$ cat src/rtl/id_fetch_receiver.sv
// ID-side receiver of the fetch interface: IF/ID register, beq/bne/j resolution
// in ID, wrong-path squashing with bubbles, and saturating redirect/bubble counters.
module id_fetch_receiver #(
    parameter int unsigned FLUSH_CYCLES = 1,
    parameter int unsigned CNT_W        = 16
) (
    input  logic             clk,
    input  logic             rst,
    input  logic [31:0]      if_pc_plus4,
    input  logic [31:0]      if_inst,
    input  logic             stall,
    input  logic [31:0]      rs_data,
    input  logic [31:0]      rt_data,
    output logic [31:0]      id_pc_plus4,
    output logic [31:0]      id_inst,
    output logic             id_valid,
    output logic             pcsrc,
    output logic [31:0]      target,
    output logic [CNT_W-1:0] redirect_cnt,
    output logic [CNT_W-1:0] bubble_cnt
);

    typedef enum logic [0:0] {
        RUN   = 1'b0,
        FLUSH = 1'b1
    } state_t;

    localparam logic [5:0] OP_BEQ = 6'b000100;
    localparam logic [5:0] OP_BNE = 6'b000101;
    localparam logic [5:0] OP_J   = 6'b000010;

    // The first bubble is loaded by the redirect itself; FLUSH supplies the rest.
    localparam logic [1:0] FLUSH_LOAD =
        (FLUSH_CYCLES > 32'd1) ? 2'(FLUSH_CYCLES - 32'd2) : 2'd0;
    localparam logic       USE_FLUSH  = (FLUSH_CYCLES > 32'd1);
    localparam logic [CNT_W-1:0] CNT_ONE = CNT_W'(1'b1);

    function automatic logic [CNT_W-1:0] sat_inc(input logic [CNT_W-1:0] v);
        logic [CNT_W-1:0] r;
        if (&v) begin
            r = v;
        end else begin
            r = v + CNT_ONE;
        end
        return r;
    endfunction

    state_t            state_r;
    state_t            state_nxt_s;
    logic [1:0]        flush_cnt_r;
    logic [1:0]        flush_cnt_nxt_s;
    logic [31:0]       id_pc_plus4_r;
    logic [31:0]       id_pc_plus4_nxt_s;
    logic [31:0]       id_inst_r;
    logic [31:0]       id_inst_nxt_s;
    logic              id_valid_r;
    logic              id_valid_nxt_s;
    logic [CNT_W-1:0]  redirect_cnt_r;
    logic [CNT_W-1:0]  redirect_cnt_nxt_s;
    logic [CNT_W-1:0]  bubble_cnt_r;
    logic [CNT_W-1:0]  bubble_cnt_nxt_s;

    logic [5:0]        opcode_s;
    logic              is_beq_s;
    logic              is_bne_s;
    logic              is_j_s;
    logic              operands_eq_s;
    logic              cond_s;
    logic              taken_s;
    logic [31:0]       branch_off_s;
    logic [31:0]       branch_tgt_s;
    logic [31:0]       jump_tgt_s;
    logic [31:0]       target_s;

    assign opcode_s      = id_inst_r[31:26];
    assign is_beq_s      = (opcode_s == OP_BEQ);
    assign is_bne_s      = (opcode_s == OP_BNE);
    assign is_j_s        = (opcode_s == OP_J);
    assign operands_eq_s = (rs_data == rt_data);
    assign branch_off_s  = {{14{id_inst_r[15]}}, id_inst_r[15:0], 2'b00};
    assign branch_tgt_s  = id_pc_plus4_r + branch_off_s;
    assign jump_tgt_s    = {id_pc_plus4_r[31:28], id_inst_r[25:0], 2'b00};

    // Branch resolution: a stall or a flush suppresses the redirect.
    always_comb begin
        cond_s  = 1'b0;
        taken_s = 1'b0;
        if (is_j_s) begin
            cond_s = 1'b1;
        end else if (is_beq_s) begin
            cond_s = operands_eq_s;
        end else if (is_bne_s) begin
            cond_s = ~operands_eq_s;
        end else begin
            cond_s = 1'b0;
        end
        if (id_valid_r && (state_r == RUN) && !stall) begin
            taken_s = cond_s;
        end else begin
            taken_s = 1'b0;
        end
    end

    // Redirect address, computed even when the branch falls through.
    always_comb begin
        target_s = 32'h0000_0000;
        if (!id_valid_r) begin
            target_s = 32'h0000_0000;
        end else if (is_j_s) begin
            target_s = jump_tgt_s;
        end else begin
            target_s = branch_tgt_s;
        end
    end

    // Next-state and IF/ID register update.
    always_comb begin
        state_nxt_s        = state_r;
        flush_cnt_nxt_s    = flush_cnt_r;
        id_pc_plus4_nxt_s  = id_pc_plus4_r;
        id_inst_nxt_s      = id_inst_r;
        id_valid_nxt_s     = id_valid_r;
        redirect_cnt_nxt_s = redirect_cnt_r;
        bubble_cnt_nxt_s   = bubble_cnt_r;
        case (state_r)
            RUN: begin
                if (stall) begin
                    id_pc_plus4_nxt_s = id_pc_plus4_r;
                    id_inst_nxt_s     = id_inst_r;
                    id_valid_nxt_s    = id_valid_r;
                end else if (taken_s) begin
                    id_pc_plus4_nxt_s  = if_pc_plus4;
                    id_inst_nxt_s      = 32'h0000_0000;
                    id_valid_nxt_s     = 1'b0;
                    redirect_cnt_nxt_s = sat_inc(redirect_cnt_r);
                    bubble_cnt_nxt_s   = sat_inc(bubble_cnt_r);
                    if (USE_FLUSH) begin
                        state_nxt_s     = FLUSH;
                        flush_cnt_nxt_s = FLUSH_LOAD;
                    end else begin
                        state_nxt_s     = RUN;
                        flush_cnt_nxt_s = 2'd0;
                    end
                end else begin
                    id_pc_plus4_nxt_s = if_pc_plus4;
                    id_inst_nxt_s     = if_inst;
                    id_valid_nxt_s    = 1'b1;
                end
            end
            FLUSH: begin
                id_pc_plus4_nxt_s = if_pc_plus4;
                id_inst_nxt_s     = 32'h0000_0000;
                id_valid_nxt_s    = 1'b0;
                bubble_cnt_nxt_s  = sat_inc(bubble_cnt_r);
                if (flush_cnt_r == 2'd0) begin
                    state_nxt_s = RUN;
                end else begin
                    flush_cnt_nxt_s = flush_cnt_r - 2'd1;
                end
            end
            default: begin
                state_nxt_s     = RUN;
                flush_cnt_nxt_s = 2'd0;
                id_inst_nxt_s   = 32'h0000_0000;
                id_valid_nxt_s  = 1'b0;
            end
        endcase
    end

    // State and output registers; reset wins over every other event.
    always_ff @(posedge clk) begin
        if (rst) begin
            state_r        <= RUN;
            flush_cnt_r    <= 2'd0;
            id_pc_plus4_r  <= 32'h0000_0000;
            id_inst_r      <= 32'h0000_0000;
            id_valid_r     <= 1'b0;
            redirect_cnt_r <= '0;
            bubble_cnt_r   <= '0;
        end else begin
            state_r        <= state_nxt_s;
            flush_cnt_r    <= flush_cnt_nxt_s;
            id_pc_plus4_r  <= id_pc_plus4_nxt_s;
            id_inst_r      <= id_inst_nxt_s;
            id_valid_r     <= id_valid_nxt_s;
            redirect_cnt_r <= redirect_cnt_nxt_s;
            bubble_cnt_r   <= bubble_cnt_nxt_s;
        end
    end

    assign id_pc_plus4  = id_pc_plus4_r;
    assign id_inst      = id_inst_r;
    assign id_valid     = id_valid_r;
    assign redirect_cnt = redirect_cnt_r;
    assign bubble_cnt   = bubble_cnt_r;
    assign pcsrc        = taken_s;
    assign target       = target_s;

endmodule

$ cat config.mk
export PLATFORM = sky130hd
export DESIGN_NAME = id_fetch_receiver
export DESIGN_NICKNAME = d
export VERILOG_FILES = /design/src/rtl/id_fetch_receiver.sv
export SDC_FILE = /design/constraint.sdc
export NUM_CORES = 1
export LEC_CHECK = 0
export CAP_MARGIN = 5
export CORE_ASPECT_RATIO = 0.5
export CORE_MARGIN = 2
export CORE_UTILIZATION = 44
export DETAILED_ROUTE_END_ITERATION = 8
export GPL_ROUTABILITY_DRIVEN = 0
export GPL_TIMING_DRIVEN = 0
export PLACE_DENSITY = 0.83
export SETUP_SLACK_MARGIN = 0.15
export SLEW_MARGIN = 0
export SYNTH_ARGS = -nofsm -noshare
export SYNTH_HDL_FRONTEND = slang
export SYNTH_SLANG_ARGS = --single-unit
$ cat constraint.sdc
create_clock -name clk -period 5.35 [get_ports clk]
set_clock_uncertainty 0.2 [all_clocks]
set_input_delay 0.535 -clock clk [delete_from_list [all_inputs] [get_ports clk]]
set_output_delay 0.535 -clock clk [all_outputs]
set_load 0.01 [all_outputs]
Word-level counts from Yosys, hierarchy flattened
Cells that the tools add are included.
{"block": "word_totals", "reg_bits": 100, "latch_bits": 0, "ramBits": 0, "rom_bits": 0, "output_inout_bits": 130, "elab_cells": 55, "memories": 0}
{"block": "classes", "add_sub_neg": 4, "multipliers": 0, "div": 0, "order_cmp": 0, "eq_ne": 7, "shift": 0, "mux": 24, "bitwise_logic": 4, "n_reduce_logical": 9}
{"cell": "two-way mux 32 bit", "count": 5}
{"cell": "case mux 32 bit (2 select lines)", "count": 2}
{"cell": "two-way mux 16 bit", "count": 3}
{"cell": "adder 16 x 1 -> 16 bit (second input constant)", "count": 2}
{"cell": "adder 32 bit", "count": 1}
{"cell": "== test 32 bit", "count": 1}
{"cell": "case mux 16 bit (2 select lines)", "count": 1}
{"cell": "AND reduction 16 bit", "count": 2}
{"cell": "== test 6 x 3 -> 1 bit (second input constant)", "count": 2}
{"cell": "two-way mux 1 bit", "count": 7}
{"cell": "== test 6 x 2 -> 1 bit (second input constant)", "count": 1}
{"cell": "two-way mux 2 bit", "count": 3}
{"cell": "!= test 2 bit (second input constant)", "count": 3}
{"cell": "inverter 1 bit", "count": 4}
{"cell": "case mux 1 bit (2 select lines)", "count": 2}
{"cell": "case mux 2 bit (2 select lines)", "count": 1}
{"cell": "AND reduction 4 bit", "count": 1}
{"cell": "AND reduction 3 bit", "count": 1}
{"cell": "logical AND 1 bit", "count": 2}
{"cell": "zero test 2 bit", "count": 1}
{"cell": "AND reduction 2 bit", "count": 1}
{"cell": "subtractor 2 x 1 -> 2 bit (second input constant)", "count": 1}
{"cell": "zero test 1 bit", "count": 1}

Depth between registers and ports, before layout
Gate-level depths: netlist of run 1.
{"block": "logic_depth", "ltp_word": 9, "ltp_mapped": 11}

Worst setup path after synthesis of run 1
No wires, ideal clock.
{"block": "synth_timing", "path_type": "register to output", "startpoint": "register id_inst_r[15], in the netlist id_inst[15]", "endpoint": "output port target[31]", "arrival_ps": 2788, "t_required_ps": 4615, "slack_ps": 1827, "stages_incl_launch_ff": 11, "cell_sequence": "dfxtp_1 ha_1 a21o_1 a21o_1 a21o_1 a31oi_1 o2111ai_1 a41oi_1 xor2_1 or3_1 a21oi_1"}
{"block": "synth_between", "elab_chain_cells": 3}
{"item": "start: declaration", "line_no": "54", "text": "logic [31:0] id_inst_r;"}
{"item": "start signal: assignment", "line_no": "184", "text": "id_inst_r <= id_inst_nxt_s;"}
{"item": "adder 32 bit", "line_no": "81", "text": "assign branch_tgt_s = id_pc_plus4_r + branch_off_s;"}
{"item": "two-way mux 32 bit", "line_no": "109", "text": "end else if (is_j_s) begin"}
{"item": "two-way mux 32 bit", "line_no": "107", "text": "if (!id_valid_r) begin"}
{"item": "end: declaration", "line_no": "18", "text": "output logic [31:0] target,"}
No other way between the ends.

Worst setup path in the final report of run 1
{"block": "layout_timing", "startpoint": "register id_inst_r[0], in the netlist id_inst[0]", "endpoint": "output port target[30]"}
Same word-level chain as after synthesis.

==> results of run 1 <==
==> logic make-up after synthesis <==
logic type | after synthesis
AO/OA/AOI/OAI | 203
adder cells (fa/ha/maj) | 33
XOR/XNOR | 71
flip-flops | 100
buffers and inverters | 53
multiplexers | 3
AND/OR/NAND/NOR | 311
==> sequential cells by signal (all words and copies together), names as in the netlist <==
register      cells
id_pc_plus4      32
id_valid          1
id_inst          32
state_r           1
redirect_cnt     16
flush_cnt_r       2
bubble_cnt       16
==> worst register-to-register path, cell delays in order (launching register included) <==
cell      delay, ns
dfxtp_1        0.33
nor3_1         0.30
and4b_1        0.28
or4b_4         0.49
a311oi_4       0.60
nor3_1         0.24
clkbuf_1       0.30
a22oi_1        0.21
nor2_1         0.07
==> area by class of cell <==
| cell class | instances | area (um^2) | share of cell area, % |
|---|---|---|---|
| clock buffers | 9 | 225 | 2.47 |
| plain buffers | 39 | 153 | 1.67 |
| flip-flops and latches | 100 | 2000 | 22.0 |
| inverters | 14 | 52.6 | 0.576 |
| well taps | 176 | 220 | 2.41 |
| clock inverters | 7 | 81.3 | 0.892 |
| repair buffers | 260 | 2600 | 28.5 |
| multi-input cells | 621 | 3780 | 41.5 |
==> power breakdown <==
group | total (W) | leakage, nW | internal (W) | switching (W)
Sequential | 0.000803 | 0.818 | 0.000772 | 0.0000315
Clock | 0.000675 | 0.152 | 0.000371 | 0.000304
Combinational | 0.000445 | 2.58 | 0.000236 | 0.000209
==> worst paths after layout <==
path	slack (ns)	cells after the start	from	endpoint
max	0.53	12	id_inst[0]	target[30]
min	0.27	2	id_pc_plus4[22]	id_pc_plus4[22]
max reg2reg	2.20	8	id_inst[29]	id_inst[7]
min reg2reg	0.27	2	id_pc_plus4[22]	id_pc_plus4[22]
==> cell usage in the layout (no fill, tap or decap), types with 3 or more instances in the layout <==
cell type	netlist	layout
a211oi_1	7	7
a21o_1	18	18
a21oi_1	83	83
a22oi_1	32	32
a31oi_1	5	5
and3_1	12	12
buf_1	4	4
clkbuf_1	32	32
clkbuf_16	0	9
clkdlybuf4s50_1	0	260
dfxtp_1	100	99
ha_1	32	32
inv_1	13	13
nand2_1	123	123
nand2b_1	4	4
nand3_1	19	19
nand4_1	13	13
nor2_1	85	85
nor2b_1	4	4
nor3_1	14	14
nor4_1	10	10
o21a_1	6	6
o21ai_0	28	28
o21bai_1	4	4
or2_2	3	3
or3_1	14	14
xnor2_1	25	25
xor2_1	46	46
==> metal layers <==
| layer | wire length (um) | vias to the layer above |
|---|---|---|
| met5 | 0 | - |
| met4 | 806 | 0 |
| met3 | 1140 | 60 |
| met2 | 10000 | 237 |
| met1 | 8620 | 3195 |
| li1 | - | 3278 |
==> metrics by stage <==
| stage | worst slack, ns | instances | total power [W] | area (um^2) |
|---|---|---|---|---|
| floorplan | 1.83 | 774 | 0.00101 | 5990 |
| global placement | 0.978 | 1210 | 0.00125 | 8810 |
| detailed placement | 0.876 | 1210 | 0.00126 | 8810 |
| CTS | 0.473 | 1226 | 0.00193 | 9120 |
| global route | 0.294 | 1226 | 0.00201 | 9120 |
| finish | 0.527 | 1226 | 0.00192 | 9120 |
==> what timing repair did <==
action                     CTS  global route
setup buffers                0             0
resized for setup            0             1
setup endpoints to repair    0             1
hold buffers                 0             0
==> flow_summary.json, run 1 <==
{
  "status": "complete, no violations",
  "synth_largest_area_cell": "dfxtp_1",
  "final_hold_viol_count": 0,
  "vias_per_cell": 5.52,
  "grt_util_met2_pct": 48.8,
  "synthMuxAreaShare_pct": 0.522,
  "synth_fa_ha_area_share_pct": 7.02,
  "io_pins": 261,
  "critical_path.endpoint_type": "primary output",
  "synth_cell_type_count": 54,
  "max-slew-margin-rel_pct": 55.5,
  "clock_sink_count": 100,
  "crit_fanout": 4,
  "yosysWarnings": 0,
  "synth_area_um2": 5990,
  "die_area_um2": 14600,
  "clk_latency_ns": 0.34,
  "use_met3_pct": 4.70,
  "rows": 30,
  "drv_cap": 0,
  "cp_slowest_cell": "o311ai_0",
  "die_w_um": 169,
  "worst_pin_slew_ns": 0.659,
  "wl_um": 20600,
  "yosys-top-cells-count": "123 x nand2_1, 100 x dfxtp_1, 85 x nor2_1",
  "diodes": 0,
  "synth_compound_area_share_pct": 21.3,
  "min_period_ns": 4.82,
  "start_util_pct": 44.6,
  "crit_family": "compound AO/OA/AOI/OAI gates",
  "ys_seq_area_share_pct": 33.4,
  "core-area_um2": 13400,
  "yosysMostFrequentCell": "nand2_1",
  "synth_top_family_by_area": "simple AND/OR/NAND/NOR gates",
  "grt_pass1_wl_um": 31900,
  "fin_crit_sh_pct": 90.2,
  "io_buffers": 260,
  "async_flop_share_pct": 0,
  "finalMaxSlewViolations": 0,
  "maxClockFrequency_mhz": 207,
  "drc_errors": 0,
  "power_density_nw_per_um2": 211,
  "drt_iter0_markers": 377,
  "cp-start-kind": "register",
  "cts_made_buffers": 9,
  "synth_xor_xnor_area_share_pct": 10.4,
  "leakage_nw": 3.55,
  "rsz0062_at_grt": "no",
  "syn-mean-instance-area_um2": 7.74,
  "vias": 6770,
  "antenna_found_initial": 0,
  "first_pass_iters": 5,
  "min_path_type": "reg2reg",
  "path_buf_inv": 1,
  "setup_tns_ns": 0,
  "cts_root_buf": "clkbuf_16",
  "drive_gt1_share_pct": 2.95,
  "syn_inst": 774,
  "busiest_layer": "met2",
  "synth_edf_count": 0,
  "final_nets": 1209,
  "cp_cell_sequence": "ha_1 > fa_1 > a21o_1 > a21oi_1 > o21a_1 > o211ai_1 > nand2_1 > o311ai_0 > a41oi_1 > xor2_1 > o21ai_0 > clkdlybuf4s50_1",
  "n_fill_cell": 1129,
  "cpPeakStageDelay_ns": 0.65,
  "cts_tree": "yes",
  "hpwlAfterDp_um": 16300,
  "synth_area_leaders": "dfxtp_1 33%, nand2_1 7.7%, a21oi_1 6.9%",
  "die_h_um": 86.5,
  "path_clk_slew_ns": 0.07,
  "syn_to_final_growth_pct": 52.3,
  "htreeDepth": 3,
  "final_util_pct": 67.9,
  "holdWs_ns": 0.272,
  "finalSetupViolCount": 0,
  "yosys.area_share.simple_pct": 23.9,
  "grt_max_degree": 19,
  "grt_overflow": 0,
  "syn-num-nets": 938,
  "first_global_vias": 6474,
  "arrival_ns": 4.09,
  "use_met1_pct": 33.4,
  "ys_ff_latch": 100,
  "ir_drop_v": 0.000207,
  "grt_usage_pct": 27.3,
  "clk_path_buf_depth": 2,
  "drtAntennaViolNets": 0,
  "cp.required_ns": 4.62,
  "synth_top_area_share_pct": 33.4,
  "crit_type": "reg2out",
  "wire_per_inst_um": 16.8,
  "synth_top_flop_cell": "dfxtp_1"
}
(Power assumes the default switching activity.)
==> run 2: changes to the inputs <==
--- a/config.mk
+++ b/config.mk
@@ -11,8 +11,8 @@
 export CORE_UTILIZATION = 44
 export DETAILED_ROUTE_END_ITERATION = 8
 export GPL_ROUTABILITY_DRIVEN = 0
-export GPL_TIMING_DRIVEN = 0
-export PLACE_DENSITY = 0.83
+export GPL_TIMING_DRIVEN = 1
+export PLACE_DENSITY_LB_ADDON = 0.2
 export SETUP_SLACK_MARGIN = 0.15
 export SLEW_MARGIN = 0
 export SYNTH_ARGS = -nofsm -noshare
==> run 2 against run 1 <==
  * Wire length down 9.8%
  * Register-to-register slack worse by 0.10 ns
  * Worst setup slack better by 0.10 ns
  * Fmax up 2.1%
  * Sequential share of layout area up 0.22 points
  * Largest cell class unchanged
==> flow_summary.json, run 2 (synthesis results as in run 1) <==
{
  "diodes": 0,
  "drc_errors": 0,
  "cts_root_buf": "clkbuf_16",
  "cts_made_buffers": 9,
  "cts_tree": "yes",
  "setup_tns_ns": 0,
  "syn_to_final_growth_pct": 50.7,
  "path_clk_slew_ns": 0.08,
  "drive_gt1_share_pct": 3.73,
  "final_hold_viol_count": 0,
  "start_util_pct": 44.6,
  "min_path_type": "reg2reg",
  "min_period_ns": 4.72,
  "grt_max_degree": 102,
  "critical_path.endpoint_type": "primary output",
  "first_global_vias": 6147,
  "die_w_um": 169,
  "rsz0062_at_grt": "no",
  "arrival_ns": 3.99,
  "crit_fanout": 18,
  "io_buffers": 260,
  "grt_overflow": 0,
  "final_common_cell": "clkdlybuf4s50_1",
  "clock_sink_count": 100,
  "dp_cells": 1179,
  "first_pass_iters": 6,
  "finalSetupViolCount": 0,
  "wl_um": 18500,
  "ir_drop_v": 0.000143,
  "htreeDepth": 3,
  "final_nets": 1178,
  "drv_cap": 0,
  "vias": 6418,
  "antenna_found_initial": 0,
  "hold_buffers": 0,
  "drt_iter0_markers": 315,
  "postCtsSetupBuffers": 0,
  "cp.required_ns": 4.62,
  "rows": 30,
  "grt_pass1_wl_um": 29900,
  "clk_latency_ns": 0.33,
  "finalMaxSlewViolations": 0,
  "io_pins": 261,
  "core-area_um2": 13400,
  "maxClockFrequency_mhz": 212,
  "hpwlAfterDp_um": 13900,
  "final_cell_mix": "259 x clkdlybuf4s50_1, 123 x nand2_1, 100 x dfxtp_1",
  "die_area_um2": 14600,
  "max-slew-margin-rel_pct": 29.4,
  "cp-start-kind": "register",
  "die_h_um": 86.5,
  "vias_per_cell": 5.37,
  "layout.cells.non_filler": 1195,
  "grt_usage_pct": 25.0,
  "worst_pin_slew_ns": 1.06,
  "drtAntennaViolNets": 0,
  "wire_per_inst_um": 15.5,
  "fin_crit_sh_pct": 88.3,
  "power_density_nw_per_um2": 208,
  "status": "complete, no violations",
  "clk_path_buf_depth": 2,
  "crit_type": "reg2out",
  "leakage_nw": 3.53,
  "cts-resized-gates": 0
}
[run 2: metal layers]
| layer | vias to the layer above | GRT usage, % | routed length [um] |
|---|---|---|---|
| met5 | - | 0 | 0 |
| met4 | 0 | 5.36 | 238 |
| met3 | 24 | 4.25 | 933 |
| met2 | 179 | 44.4 | 9040 |
| met1 | 3003 | 32.4 | 8320 |
| li1 | 3212 | - | - |
[run 2: layout make-up]
class | count | area [um^2]
inverters | 14 | 52.6
fillers | 1155 | 4410
multi-input cells | 621 | 3790
flip-flops and latches | 100 | 2000
clock buffers | 9 | 225
repair buffers | 268 | 2660
well taps | 176 | 220
clock inverters | 7 | 70.1
[run 2: per-stage QoR]
stage	utilization (%)	hold slack [ns]	area [um^2]	total power (W)	setup WS, ns
finish	67.2	0.272	9020	0.00187	0.627
global route	67.2	0.283	9020	0.00196	0.364
CTS	67.2	0.275	9020	0.00189	0.612
detailed placement	65.0	0.263	8730	0.00125	1.01
global placement	65.0	0.251	8730	0.00124	1.10
floorplan	-	0.284	5990	0.00101	1.83
[run 2: critical path: stages (launching register included)]
cell             delay [ns]
dfxtp_1                0.77
ha_1                   0.41
a21o_1                 0.22
a21o_1                 0.17
a21o_1                 0.19
a31oi_1                0.22
o2111ai_1              0.17
a41oi_1                0.27
xor2_1                 0.13
or3_1                  0.34
a21oi_1                0.17
clkdlybuf4s50_1        0.59
[run 2: final timing paths]
path	start	cells after the start	slack (ns)	end
max	id_inst[15]	11	0.63	target[31]
min	id_pc_plus4[2]	2	0.27	id_pc_plus4[2]
max reg2reg	id_inst[29]	8	2.10	bubble_cnt[14]
min reg2reg	id_pc_plus4[2]	2	0.27	id_pc_plus4[2]
[run 2: report_power, final]
part	leakage, nW	switching [W]	internal, W
sequential	0.818	0.0000288	0.000771
combinational	2.57	0.000196	0.000235
clock	0.141	0.000313	0.000328
==> run 3: changes to the inputs <==
--- a/config.mk
+++ b/config.mk
@@ -7,13 +7,13 @@
 export LEC_CHECK = 0
 export CAP_MARGIN = 5
 export CORE_ASPECT_RATIO = 0.5
-export CORE_MARGIN = 2
 export CORE_UTILIZATION = 44
 export DETAILED_ROUTE_END_ITERATION = 8
 export GPL_ROUTABILITY_DRIVEN = 0
 export GPL_TIMING_DRIVEN = 1
 export PLACE_DENSITY_LB_ADDON = 0.2
 export SETUP_SLACK_MARGIN = 0.15
+export SKIP_LAST_GASP = 1
 export SLEW_MARGIN = 0
 export SYNTH_ARGS = -nofsm -noshare
 export SYNTH_HDL_FRONTEND = slang
==> run 3 against run 2 <==
  * Die area shrank 3.5%
  * Sequential power barely moved
  * Critical endpoint unchanged
  * Combinational power about the same
  * Sequential share of layout area about the same
  * Non-clock buffer count decreased by 1
  * Highest routed layer unchanged
  * Final area down 0.18%
  * Core utilization grew 2.4 points
  * Sequential cell count unchanged
==> flow_summary.json, run 3 (synthesis results as in run 1) <==
{
  "cp_cell_sequence": "ha_1 > and4_1 > nand4_1 > nor3_1 > nor2_1 > o2111ai_1 > a41oi_1 > xor2_1 > or3_1 > a21oi_1 > clkdlybuf4s50_1",
  "final_hold_viol_count": 0,
  "rsz0062_at_grt": "no",
  "die_h_um": 84.5,
  "min_period_ns": 4.74,
  "met1_length_um": 8380,
  "final_nets": 1177,
  "io_pins": 261,
  "antenna_found_initial": 0,
  "hpwlAfterDp_um": 14100,
  "maxClockFrequency_mhz": 211,
  "path_clk_slew_ns": 0.07,
  "clk_latency_ns": 0.34,
  "crit_type": "reg2out",
  "die_w_um": 167,
  "power_density_nw_per_um2": 208,
  "cts_made_buffers": 9,
  "setup_tns_ns": 0,
  "drive_gt1_share_pct": 3.63,
  "htreeDepth": 3,
  "finalMaxSlewViolations": 0,
  "crit_fanout": 18,
  "wl_um": 18800,
  "final_util_pct": 69.5,
  "layout.cells.non_filler": 1189,
  "rows": 29,
  "postCtsSetupBuffers": 0,
  "hold_buffers": 0,
  "min_path_type": "reg2reg",
  "leakage_nw": 3.52,
  "cts-resized-gates": 0,
  "route.met2.wl_um": 9180,
  "routed.top_layer": "met4",
  "holdWs_ns": 0.270,
  "critical_path.endpoint_type": "primary output",
  "final_cell_mix": "259 x clkdlybuf4s50_1, 123 x nand2_1, 100 x dfxtp_1",
  "grt_max_degree": 102,
  "core-area_um2": 13000,
  "wire_per_inst_um": 15.8,
  "max-slew-margin-rel_pct": 27.3,
  "drt_iter0_markers": 264,
  "n_fill_cell": 1097,
  "final_common_cell": "clkdlybuf4s50_1",
  "die_area_um2": 14100,
  "clk_path_buf_depth": 2,
  "drtAntennaViolNets": 0,
  "grt_pass1_wl_um": 30200,
  "status": "complete, no violations",
  "drc_errors": 0,
  "drv_cap": 0,
  "cts_root_buf": "clkbuf_16",
  "cts_tree": "yes",
  "vias_per_cell": 5.43,
  "arrival_ns": 4.01,
  "fin_crit_sh_pct": 88.7,
  "cp_slowest_cell": "dfxtp_1",
  "clock_sink_count": 100,
  "ir_drop_v": 0.000170,
  "grt_overflow": 0,
  "dp_cells": 1172,
  "finalSetupViolCount": 0,
  "cp-start-kind": "register",
  "worst_pin_slew_ns": 1.09,
  "first_pass_iters": 4,
  "dr_wl_met3_um": 964,
  "grt_usage_pct": 26.2,
  "start_util_pct": 46.2,
  "cp.required_ns": 4.62,
  "io_buffers": 260,
  "vias": 6459,
  "syn_to_final_growth_pct": 50.4,
  "cpPeakStageDelay_ns": 0.78,
  "first_global_vias": 6254
}
## run 3: cell types whose count changed in the layout (fill, tap and decap cells not counted), sizes merged
cell      before  now
clkinvlp       1    0
inv           16   17
diode          0    1
buf            9    8
## run 3: critical path, delay by kind of cell, from the launching register on
kind / cells / cell delay (ns)
buf+inv: 1 / 0.59
flops: 1 / 0.78
xor+xnor: 1 / 0.19
compound gates: 3 / 0.58
fa+ha+maj: 1 / 0.36
simple gates: 5 / 1.15
## run 3: final cells by class
cell class,instances,area [um^2],share of cell area (%)
diodes,1,2.50,0.0278
clock buffers,9,225,2.50
clock inverters,7,66.3,0.736
inverters,14,52.6,0.583
multi-input cells,621,3790,42.1
flip-flops and latches,100,2000,22.2
well taps,170,213,2.36
repair buffers,267,2650,29.4
## run 3: power breakdown
group / total [W] / leakage [nW] / switching (W) / internal [W]
clock network: 0.000642 / 0.144 / 0.000314 / 0.000329
logic: 0.000430 / 2.56 / 0.000195 / 0.000234
registers: 0.000800 / 0.818 / 0.0000288 / 0.000771
## run 3: path summary, 6_finish.rpt
check / from / end / slack (ns) / cells past startpoint
max: id_inst[15] / target[31] / 0.61 / 11
min: id_pc_plus4[0] / id_pc_plus4[0] / 0.27 / 2
max reg2reg: id_inst[29] / bubble_cnt[14] / 2.14 / 8
min reg2reg: id_pc_plus4[0] / id_pc_plus4[0] / 0.27 / 2
## run 3: per-layer routing
layer,track usage (%),vias up
met2,47.1,177
met1,32.5,3050
met3,5.04,23
li1,-,3209
met5,0,-
met4,6.23,0
## run 3: metrics by stage
stage | power (W) | setup slack, ns | area [um^2]
6_report | 0.00187 | 0.607 | 9010
5_1_grt | 0.00196 | 0.386 | 9010
4_1_cts | 0.00188 | 0.644 | 9010
3_5_place_dp | 0.00125 | 1.03 | 8710
3_3_place_gp | 0.00124 | 1.12 | 8710
2_1_floorplan | 0.00101 | 1.83 | 5990
